--- config.mk ---
export PLATFORM = sky130hd
export DESIGN_NAME = multicycle_control
export DESIGN_NICKNAME = d
export VERILOG_FILES = /design/src/rtl/multicycle_control.sv
export SDC_FILE = /design/constraint.sdc
export NUM_CORES = 1
export LEC_CHECK = 0
export ABC_CLOCK_PERIOD_IN_PS = 2100
export CORE_MARGIN = 2
export CORE_UTILIZATION = 45
export CTS_BUF_LIST = sky130_fd_sc_hd__clkbuf_16
export CTS_CLUSTER_DIAMETER = 120
export CTS_CLUSTER_SIZE = 28
export DETAILED_ROUTE_END_ITERATION = 12
export PLACE_DENSITY = 0.75
export SYNTH_ARGS = -nofsm -noshare
export SYNTH_HDL_FRONTEND = slang
export SYNTH_SLANG_ARGS = --single-unit
--- constraint.sdc ---
create_clock -name clk -period 2.1 [get_ports clk]
set_input_delay 0.315 -clock clk [delete_from_list [all_inputs] [get_ports clk]]
set_output_delay 0.315 -clock clk [all_outputs]
set_load 0.005 [all_outputs]
--- src/rtl/multicycle_control.sv ---
// Control FSM for a multicycle RV32 subset: fetch/decode/execute/memory/writeback sequencing
// with bounded memory waits, halt on SYSTEM or illegal opcodes, and a retired-instruction count.
module multicycle_control #(
    parameter int unsigned MEM_WAIT_MAX = 15
) (
    input  logic        clk,
    input  logic        reset_n,
    input  logic        run,
    input  logic [6:0]  opcode,
    input  logic [2:0]  funct3,
    input  logic        zero,
    input  logic        imem_ready,
    input  logic        dmem_ready,
    output logic        imem_req,
    output logic        ir_write,
    output logic        pc_write,
    output logic        pc_src,
    output logic        reg_write,
    output logic        mem_read,
    output logic        mem_write,
    output logic        alu_src,
    output logic        mem_to_reg,
    output logic [1:0]  alu_op,
    output logic [1:0]  imm_sel,
    output logic [2:0]  state,
    output logic        halted,
    output logic        illegal,
    output logic        timeout,
    output logic [31:0] retired_count
);

    localparam int unsigned CW = (MEM_WAIT_MAX < 1) ? 1 : $clog2(MEM_WAIT_MAX + 1);

    typedef enum logic [2:0] {
        IDLE      = 3'd0,
        FETCH     = 3'd1,
        DECODE    = 3'd2,
        EXECUTE   = 3'd3,
        MEMORY    = 3'd4,
        WRITEBACK = 3'd5,
        HALT      = 3'd6
    } state_t;

    typedef enum logic [2:0] {
        CLS_R       = 3'd0,
        CLS_I       = 3'd1,
        CLS_LOAD    = 3'd2,
        CLS_STORE   = 3'd3,
        CLS_BRANCH  = 3'd4,
        CLS_SYSTEM  = 3'd5,
        CLS_ILLEGAL = 3'd6
    } cls_t;

    state_t        state_q, state_d;
    cls_t          cls_q, cls_dec;
    logic [CW-1:0] wait_cnt;
    logic          wait_expired;
    logic          illegal_set;
    logic          timeout_set;

    assign state        = state_q;
    assign halted       = (state_q == HALT);
    assign wait_expired = (wait_cnt == CW'(MEM_WAIT_MAX));

    always_comb begin
        case (opcode)
            7'b0110011: cls_dec = CLS_R;
            7'b0010011: cls_dec = CLS_I;
            7'b0000011: cls_dec = CLS_LOAD;
            7'b0100011: cls_dec = CLS_STORE;
            7'b1100011: cls_dec = CLS_BRANCH;
            7'b1110011: cls_dec = CLS_SYSTEM;
            default:    cls_dec = CLS_ILLEGAL;
        endcase
    end

    always_comb begin
        state_d     = state_q;
        imem_req    = 1'b0;
        ir_write    = 1'b0;
        pc_write    = 1'b0;
        pc_src      = 1'b0;
        reg_write   = 1'b0;
        mem_read    = 1'b0;
        mem_write   = 1'b0;
        mem_to_reg  = 1'b0;
        alu_op      = 2'b00;
        alu_src     = 1'b0;
        imm_sel     = 2'b00;
        illegal_set = 1'b0;
        timeout_set = 1'b0;

        case (state_q)
            IDLE: if (run) state_d = FETCH;
            FETCH: begin
                imem_req = 1'b1;
                if (imem_ready) begin
                    ir_write = 1'b1;
                    state_d  = DECODE;
                end else if (wait_expired) begin
                    timeout_set = 1'b1;
                    state_d     = HALT;
                end
            end
            DECODE: begin
                case (cls_dec)
                    CLS_SYSTEM:  state_d = HALT;
                    CLS_ILLEGAL: begin
                        illegal_set = 1'b1;
                        state_d     = HALT;
                    end
                    default:     state_d = EXECUTE;
                endcase
            end
            EXECUTE: begin
                case (cls_q)
                    CLS_R, CLS_I:         state_d = WRITEBACK;
                    CLS_LOAD, CLS_STORE:  state_d = MEMORY;
                    CLS_BRANCH: begin
                        pc_write = 1'b1;
                        pc_src   = ((funct3 == 3'b000) && zero) || ((funct3 == 3'b001) && !zero);
                        state_d  = FETCH;
                    end
                    default: begin
                        illegal_set = 1'b1;
                        state_d     = HALT;
                    end
                endcase
            end
            MEMORY: begin
                mem_read  = (cls_q == CLS_LOAD);
                mem_write = (cls_q == CLS_STORE);
                // A ready seen while the counter sits at the limit still completes the access.
                if (dmem_ready) begin
                    if (cls_q == CLS_LOAD) begin
                        state_d = WRITEBACK;
                    end else begin
                        pc_write = 1'b1;
                        state_d  = FETCH;
                    end
                end else if (wait_expired) begin
                    timeout_set = 1'b1;
                    state_d     = HALT;
                end
            end
            WRITEBACK: begin
                reg_write  = 1'b1;
                mem_to_reg = (cls_q == CLS_LOAD);
                pc_write   = 1'b1;
                state_d    = FETCH;
            end
            default: state_d = HALT;
        endcase

        if (state_q == EXECUTE || state_q == MEMORY || state_q == WRITEBACK) begin
            case (cls_q)
                CLS_R:      begin alu_op = 2'b10; alu_src = 1'b0; imm_sel = 2'b11; end
                CLS_I:      begin alu_op = 2'b11; alu_src = 1'b1; imm_sel = 2'b00; end
                CLS_LOAD:   begin alu_op = 2'b00; alu_src = 1'b1; imm_sel = 2'b00; end
                CLS_STORE:  begin alu_op = 2'b00; alu_src = 1'b1; imm_sel = 2'b01; end
                CLS_BRANCH: begin alu_op = 2'b01; alu_src = 1'b0; imm_sel = 2'b10; end
                default:    ;
            endcase
        end
    end

    always_ff @(posedge clk) begin
        if (!reset_n) begin
            state_q       <= IDLE;
            cls_q         <= CLS_R;
            wait_cnt      <= '0;
            illegal       <= 1'b0;
            timeout       <= 1'b0;
            retired_count <= '0;
        end else begin
            state_q <= state_d;
            if (state_q == DECODE) cls_q <= cls_dec;
            if (illegal_set) illegal <= 1'b1;
            if (timeout_set) timeout <= 1'b1;
            if (pc_write) retired_count <= retired_count + 32'd1;
            // Every state change clears the counter, which covers entry to FETCH and MEMORY.
            if (state_d != state_q) begin
                wait_cnt <= '0;
            end else if ((state_q == FETCH && !imem_ready) || (state_q == MEMORY && !dmem_ready)) begin
                wait_cnt <= wait_cnt + CW'(1);
            end
        end
    end

endmodule

# Yosys cells after proc, flatten, opt, wreduce, memory -nomap -nowiden
# Cells that the tools add are included.
# op_classes
n_addsub	2
n_eq_ne	21
n_mux	35
bitwise	1
n_reduce_logical	20
# ops
cell	n
case mux 3 bit (6 select lines)	2
adder 32 x 1 -> 32 bit, second input constant	1
2-to-1 mux 1 bit	19
equality test 3 bit, second input constant	6
2-to-1 mux 3 bit	6
equality test 7 x 6 -> 1 bit, second input constant	2
equality test 7 bit, second input constant	2
equality test 3 x 2 -> 1 bit, second input constant	4
case mux 2 bit (3 select lines)	2
equality test 3 x 1 -> 1 bit, second input constant	3
logical NOT 3 bit	3
case mux 3 bit (3 select lines)	1
OR reduction 2 bit	4
equality test 7 x 2 -> 1 bit, second input constant	1
equality test 7 x 5 -> 1 bit, second input constant	1
OR reduction 5 bit	1
adder 4 x 1 -> 4 bit, second input constant	1
equality test 4 bit, second input constant	1
logical AND 1 bit	4
logical OR 1 bit	4
2-to-1 mux 2 bit	2
case mux 1 bit (2 select lines)	2
logical NOT 1 bit	3
inequality test 3 bit	1
3 further kinds	3
# word_totals
register_bits	44
in_bits	16
word_cells	85

# Logic depth before layout (Yosys ltp)
# depth
ltp_word	8
ltp_mapped	8
depth_no_buf	6

# Worst setup path before layout
# No wires, ideal clock.
# synth_path
kind	flip-flop to flip-flop
from	register state_q[1], in the netlist state[1]
to	register retired_count[28]
arrival_ns	1.772
path_slack_ns	0.258
path_stages_with_launch	6
path_buffers	0
period_less_slack_ns	1.842
cell_sequence	dfxtp_1 > and3b_2 > a31oi_4 > a2111o_1 > or4_1 > a21oi_1
# synth_between
elab_chain_len	2
# synth_rtl
element	line_no	text
start: declaration	54	state_t state_q, state_d;
start signal: assignment	176	state_q <= state_d;
equality test 3 bit / equality test 3 x 2 -> 1 bit (equally long branches)	93	case (state_q)
case mux 1 bit (3 select lines) *	93	
end signal: assignment	180	if (pc_write) retired_count <= retired_count + 32'd1;
end: declaration	29	output logic [31:0] retired_count
# Mark *: on every way between the ends. The rest lies on a longest branch, timed or not.
# A chain may end at the register's enable or synchronous reset.

# Final worst setup path
# layout_path
from	register state_q[1], in the netlist state[1]
to	output pc_write
# layout_between
elab_chain_len	2
# layout_rtl
element	line_no	text
equality test 3 bit / equality test 3 x 2 -> 1 bit (equally long branches)	93	
case mux 1 bit (3 select lines) *	93	
end: declaration	16	output logic pc_write,
# Marks and branches as above.

==> results.txt <==
The met1 track utilization from global routing came out at 27.2%. The final hold violation count is 0. Row generation in the floorplan step produced 27 rows. The via count of the routed design came out at 2514. The layout overhead on the synthesized area is 45.5%.

The die area came out at 6250 um^2. The DRC violation count after routing is 0. TritonCTS built the clock tree. Counting along the longest clock path gives a buffer depth of 2. The post-synthesis cell type count is 54. The nature of the critical path endpoint is an output pin.

The tightest hold path in the finished design has a slack of 0.482 ns. IR analysis of the VDD net gives a maximum drop of 0.476 mV. The diode insertion count for antenna repair is 0. The min-delay analysis places its worst path in the category flop to flop. The pre-antenna-repair detailed-routing pass consisted of 4 iterations. The worst register-to-register path has a depth of 7. In the synthesized netlist the dominant register cell turns out to be sky130_fd_sc_hd__dfxtp_1. The number of global-route vias before repair came to 2423. The clock latency at the later pin of the worst-skew pair came out at 0.28 ns. The run finished with clean final reports. The post-placement worst setup slack is -0.0838 ns.

The shortest clock period the worst path allows after layout came out at 2.06 ns. Synthesis produced 300 cells. Of all nets on the critical path, the largest fanout is 7. Dividing the final minimum period by the clock period gives 98.1%. Routability-driven placement finished with a final weighted congestion of 0.827. The final-report max-slew violation count came to 0. The post-synthesis async set-or-reset flop share is 0%. The width of the die came out at 79.1 um. For the pin with the worst max-slew slack, the measured transition is 0.555 ns. The startpoint class of the critical path is a flop. The most congested layer reported by global routing is met2. The area of the core came out at 5470 um^2. The setup violation total in the final timing report came out at 0. The critical path data arrival time came out at 1.75 ns.

The master cell of the clock root buffer is sky130_fd_sc_hd__clkbuf_16. The detail route stage leaves a number of antenna-violating nets equal to 0. The area of the mapped netlist came out at 2530 um^2. The total number of yosys warnings came out at 0. The total of hold buffers inserted after clock tree synthesis came out at 0. Counting flops with a built-in enable in the synthesized netlist gives 0. For this run, global-route usage on met3 was measured as 3.75%. The remaining global-route overflow is 0. In this run the power density over the cells is 554 nW/um^2. The number of violations reported at the end of detailed-routing iteration 0 came out at 148. The critical path is of the flop to output pin type.

Among all cell types in the netlist, the one instantiated most often is sky130_fd_sc_hd__dfxtp_1. The via-per-instance ratio came out at 5.47. The number of nets in the layout is 405. Max-cap violations in this run came to 0. The fraction of layout instances using a drive strength above 1 is 16.2%. The routed wirelength normalized by instance count is 13.8 um. Sorting the synthesized cells by area gives the leading types as sky130_fd_sc_hd__dfxtp_1 (35%), sky130_fd_sc_hd__xnor2_1 (7.9%), sky130_fd_sc_hd__nor2_1 (4.6%), sky130_fd_sc_hd__nand2_1 (4.4%), sky130_fd_sc_hd__mux2i_1 (3.9%). The average instance area after synthesis came out at 8.45 um^2. The power after layout is 2.04 mW. In this run, synthesis produced a sequential element count of 44. The overall global routing resource usage came out at 21.3%. When the netlist entered floorplanning its net count stood at 318. Setup repair after global routing could not meet its margin everywhere. Clock-pin slew was measured on the worst setup and hold paths at 0.06 ns. sky130_fd_sc_hd__dfxtp_1 takes more of the synthesized area than any other cell. The worst clock skew came out at 0.00301 ns. The worst max-slew margin expressed relative to the limit came out at 62.1%.

The pin count of the biggest net entering global routing came out at 19. At the worst endpoint, the required time is 1.78 ns. Counting instances in the post-synthesis netlist gives the leading cell types as sky130_fd_sc_hd__dfxtp_1 (44), sky130_fd_sc_hd__nor2_1 (31), sky130_fd_sc_hd__nand2_1 (30). The leakage power figure came out at 1.29 nW. The number of filler cells placed in the layout is 467.

The initial antenna violation count is 0. The chip height came out at 79.1 um. The CTS buffer count came out at 5. The total wire length came out at 6350 um. The upper clock frequency limit came out at 0.485 GHz.

The met2 track demand over resource came out at 37.4%. The first global-routing pass estimated 10900 um of wire. The fraction of the yosys area taken by sequential cells came out at 34.7%.

For this configuration, the core starts out at a cell density of 46.3%. Setup slack closes at 0.0396 ns. The H-tree depth reported by CTS is 2. The detailed placement HPWL came out at 4750 um. The count of input and output buffers came out at 66. The CTS sink count came out at 44. The top-level port count is 67. After synthesis, the largest area contributor takes up 34.7% of total cell area. The count of cells along the worst hold path is 2.
where the power goes:
group	internal, mW	total (mW)	leakage, nW	switching, mW
combinational	0.167	0.314	0.853	0.146
sequential	0.850	0.865	0.357	0.0150
clock	0.553	0.862	0.0789	0.310
cell usage in the layout, fill, tap and decap left out, types with 3 or more instances in the layout:
cell type                         Yosys  final
sky130_fd_sc_hd__mux2i_1             10     10
sky130_fd_sc_hd__clkdlybuf4s50_1      0     65
sky130_fd_sc_hd__xor2_1               3      3
sky130_fd_sc_hd__xnor2_1             23     23
sky130_fd_sc_hd__buf_6                0      3
sky130_fd_sc_hd__dfxtp_2              0      4
sky130_fd_sc_hd__inv_1                9      9
sky130_fd_sc_hd__o31ai_1              4      4
sky130_fd_sc_hd__or3b_2               4      3
sky130_fd_sc_hd__nand3_1             10     10
sky130_fd_sc_hd__buf_4                3     27
sky130_fd_sc_hd__or3_1                3      3
sky130_fd_sc_hd__nor3_1              11      9
sky130_fd_sc_hd__o21ai_0              3      3
sky130_fd_sc_hd__nand2b_1            10     10
sky130_fd_sc_hd__or4_1                3      3
sky130_fd_sc_hd__nand4_1              8      8
sky130_fd_sc_hd__a211oi_1             6      6
sky130_fd_sc_hd__nor2_1              31     30
sky130_fd_sc_hd__clkbuf_16            0      5
sky130_fd_sc_hd__dfxtp_1             44     40
sky130_fd_sc_hd__nand2_1             30     29
sky130_fd_sc_hd__a2111oi_0            8      6
sky130_fd_sc_hd__a21oi_1             13     13
sky130_fd_sc_hd__and3_1               3      3
sky130_fd_sc_hd__nor2b_1              5      4
per-layer routing:
metal	vias up	wire length (um)
met4	0	91
met1	1202	2890
met5	-	0
met3	11	210
met2	48	3160
li1	1253	-
area by class of cell:
| type | instances | area (um^2) | area share (%) |
|---|---|---|---|
| Tap cell | 72 | 90.1 | 2.44 |
| Clock buffer | 5 | 125 | 3.39 |
| Sequential cell | 44 | 886 | 24.0 |
| Timing Repair Buffer | 97 | 916 | 24.8 |
| Multi-Input combinational cell | 230 | 1600 | 43.4 |
| Inverter | 9 | 33.8 | 0.916 |
| Clock inverter | 3 | 37.5 | 1.02 |
flip-flops by register name, indices dropped and copies added, names as in the netlist:
signal / count
state: 3
retired_count: 32
illegal: 1
cls_q: 3
timeout: 1
wait_cnt: 4
worst paths after layout:
check	startpoint	endpoint	slack [ns]
worst min register to register	retired_count[31]	retired_count[31]	0.48
worst min-delay path	retired_count[31]	retired_count[31]	0.48
worst max register to register	state[2]	retired_count[26]	0.06
worst max-delay path	state[1]	pc_write	0.04
critical path, stage by stage, from the launching register on:
cell,delay (ns)
sky130_fd_sc_hd__dfxtp_2,0.36
sky130_fd_sc_hd__and3b_1,0.24
sky130_fd_sc_hd__a31oi_4,0.31
sky130_fd_sc_hd__nand2_2,0.10
sky130_fd_sc_hd__clkdlybuf4s50_1,0.45
kinds of logic after synthesis:
kind of cell / share of synthesized area (%)
compound gates: 17.5
xor+xnor: 8.98
fa+ha+maj: 0.987
buf+inv: 4.54
flops: 34.7
mux: 4.39
simple gates: 28.9
timing repair:
action | CTS | global route
buffers inserted | 1 | 1
gates cloned | 0 | 0
endpoints found under the setup margin | 8 | 12
hold endpoints to repair | 0 | 0
gates resized for setup | 10 | 13
pin swaps | 2 | 3
per-stage QoR:
stage / utilization [%] / TNS, ns / std cells / area [um^2]
final: 67.4 / 0 / 460 / 3690
after global routing: 67.4 / -0.0179 / 460 / 3690
after CTS: 66.3 / -0.0548 / 459 / 3630
after detailed placement: 62.5 / -0.151 / 450 / 3420
after global placement: 62.5 / -0.00785 / 450 / 3420
after floorplan: - / 0 / 300 / 2530
Note: power is estimated with default switching activity, not from simulation.
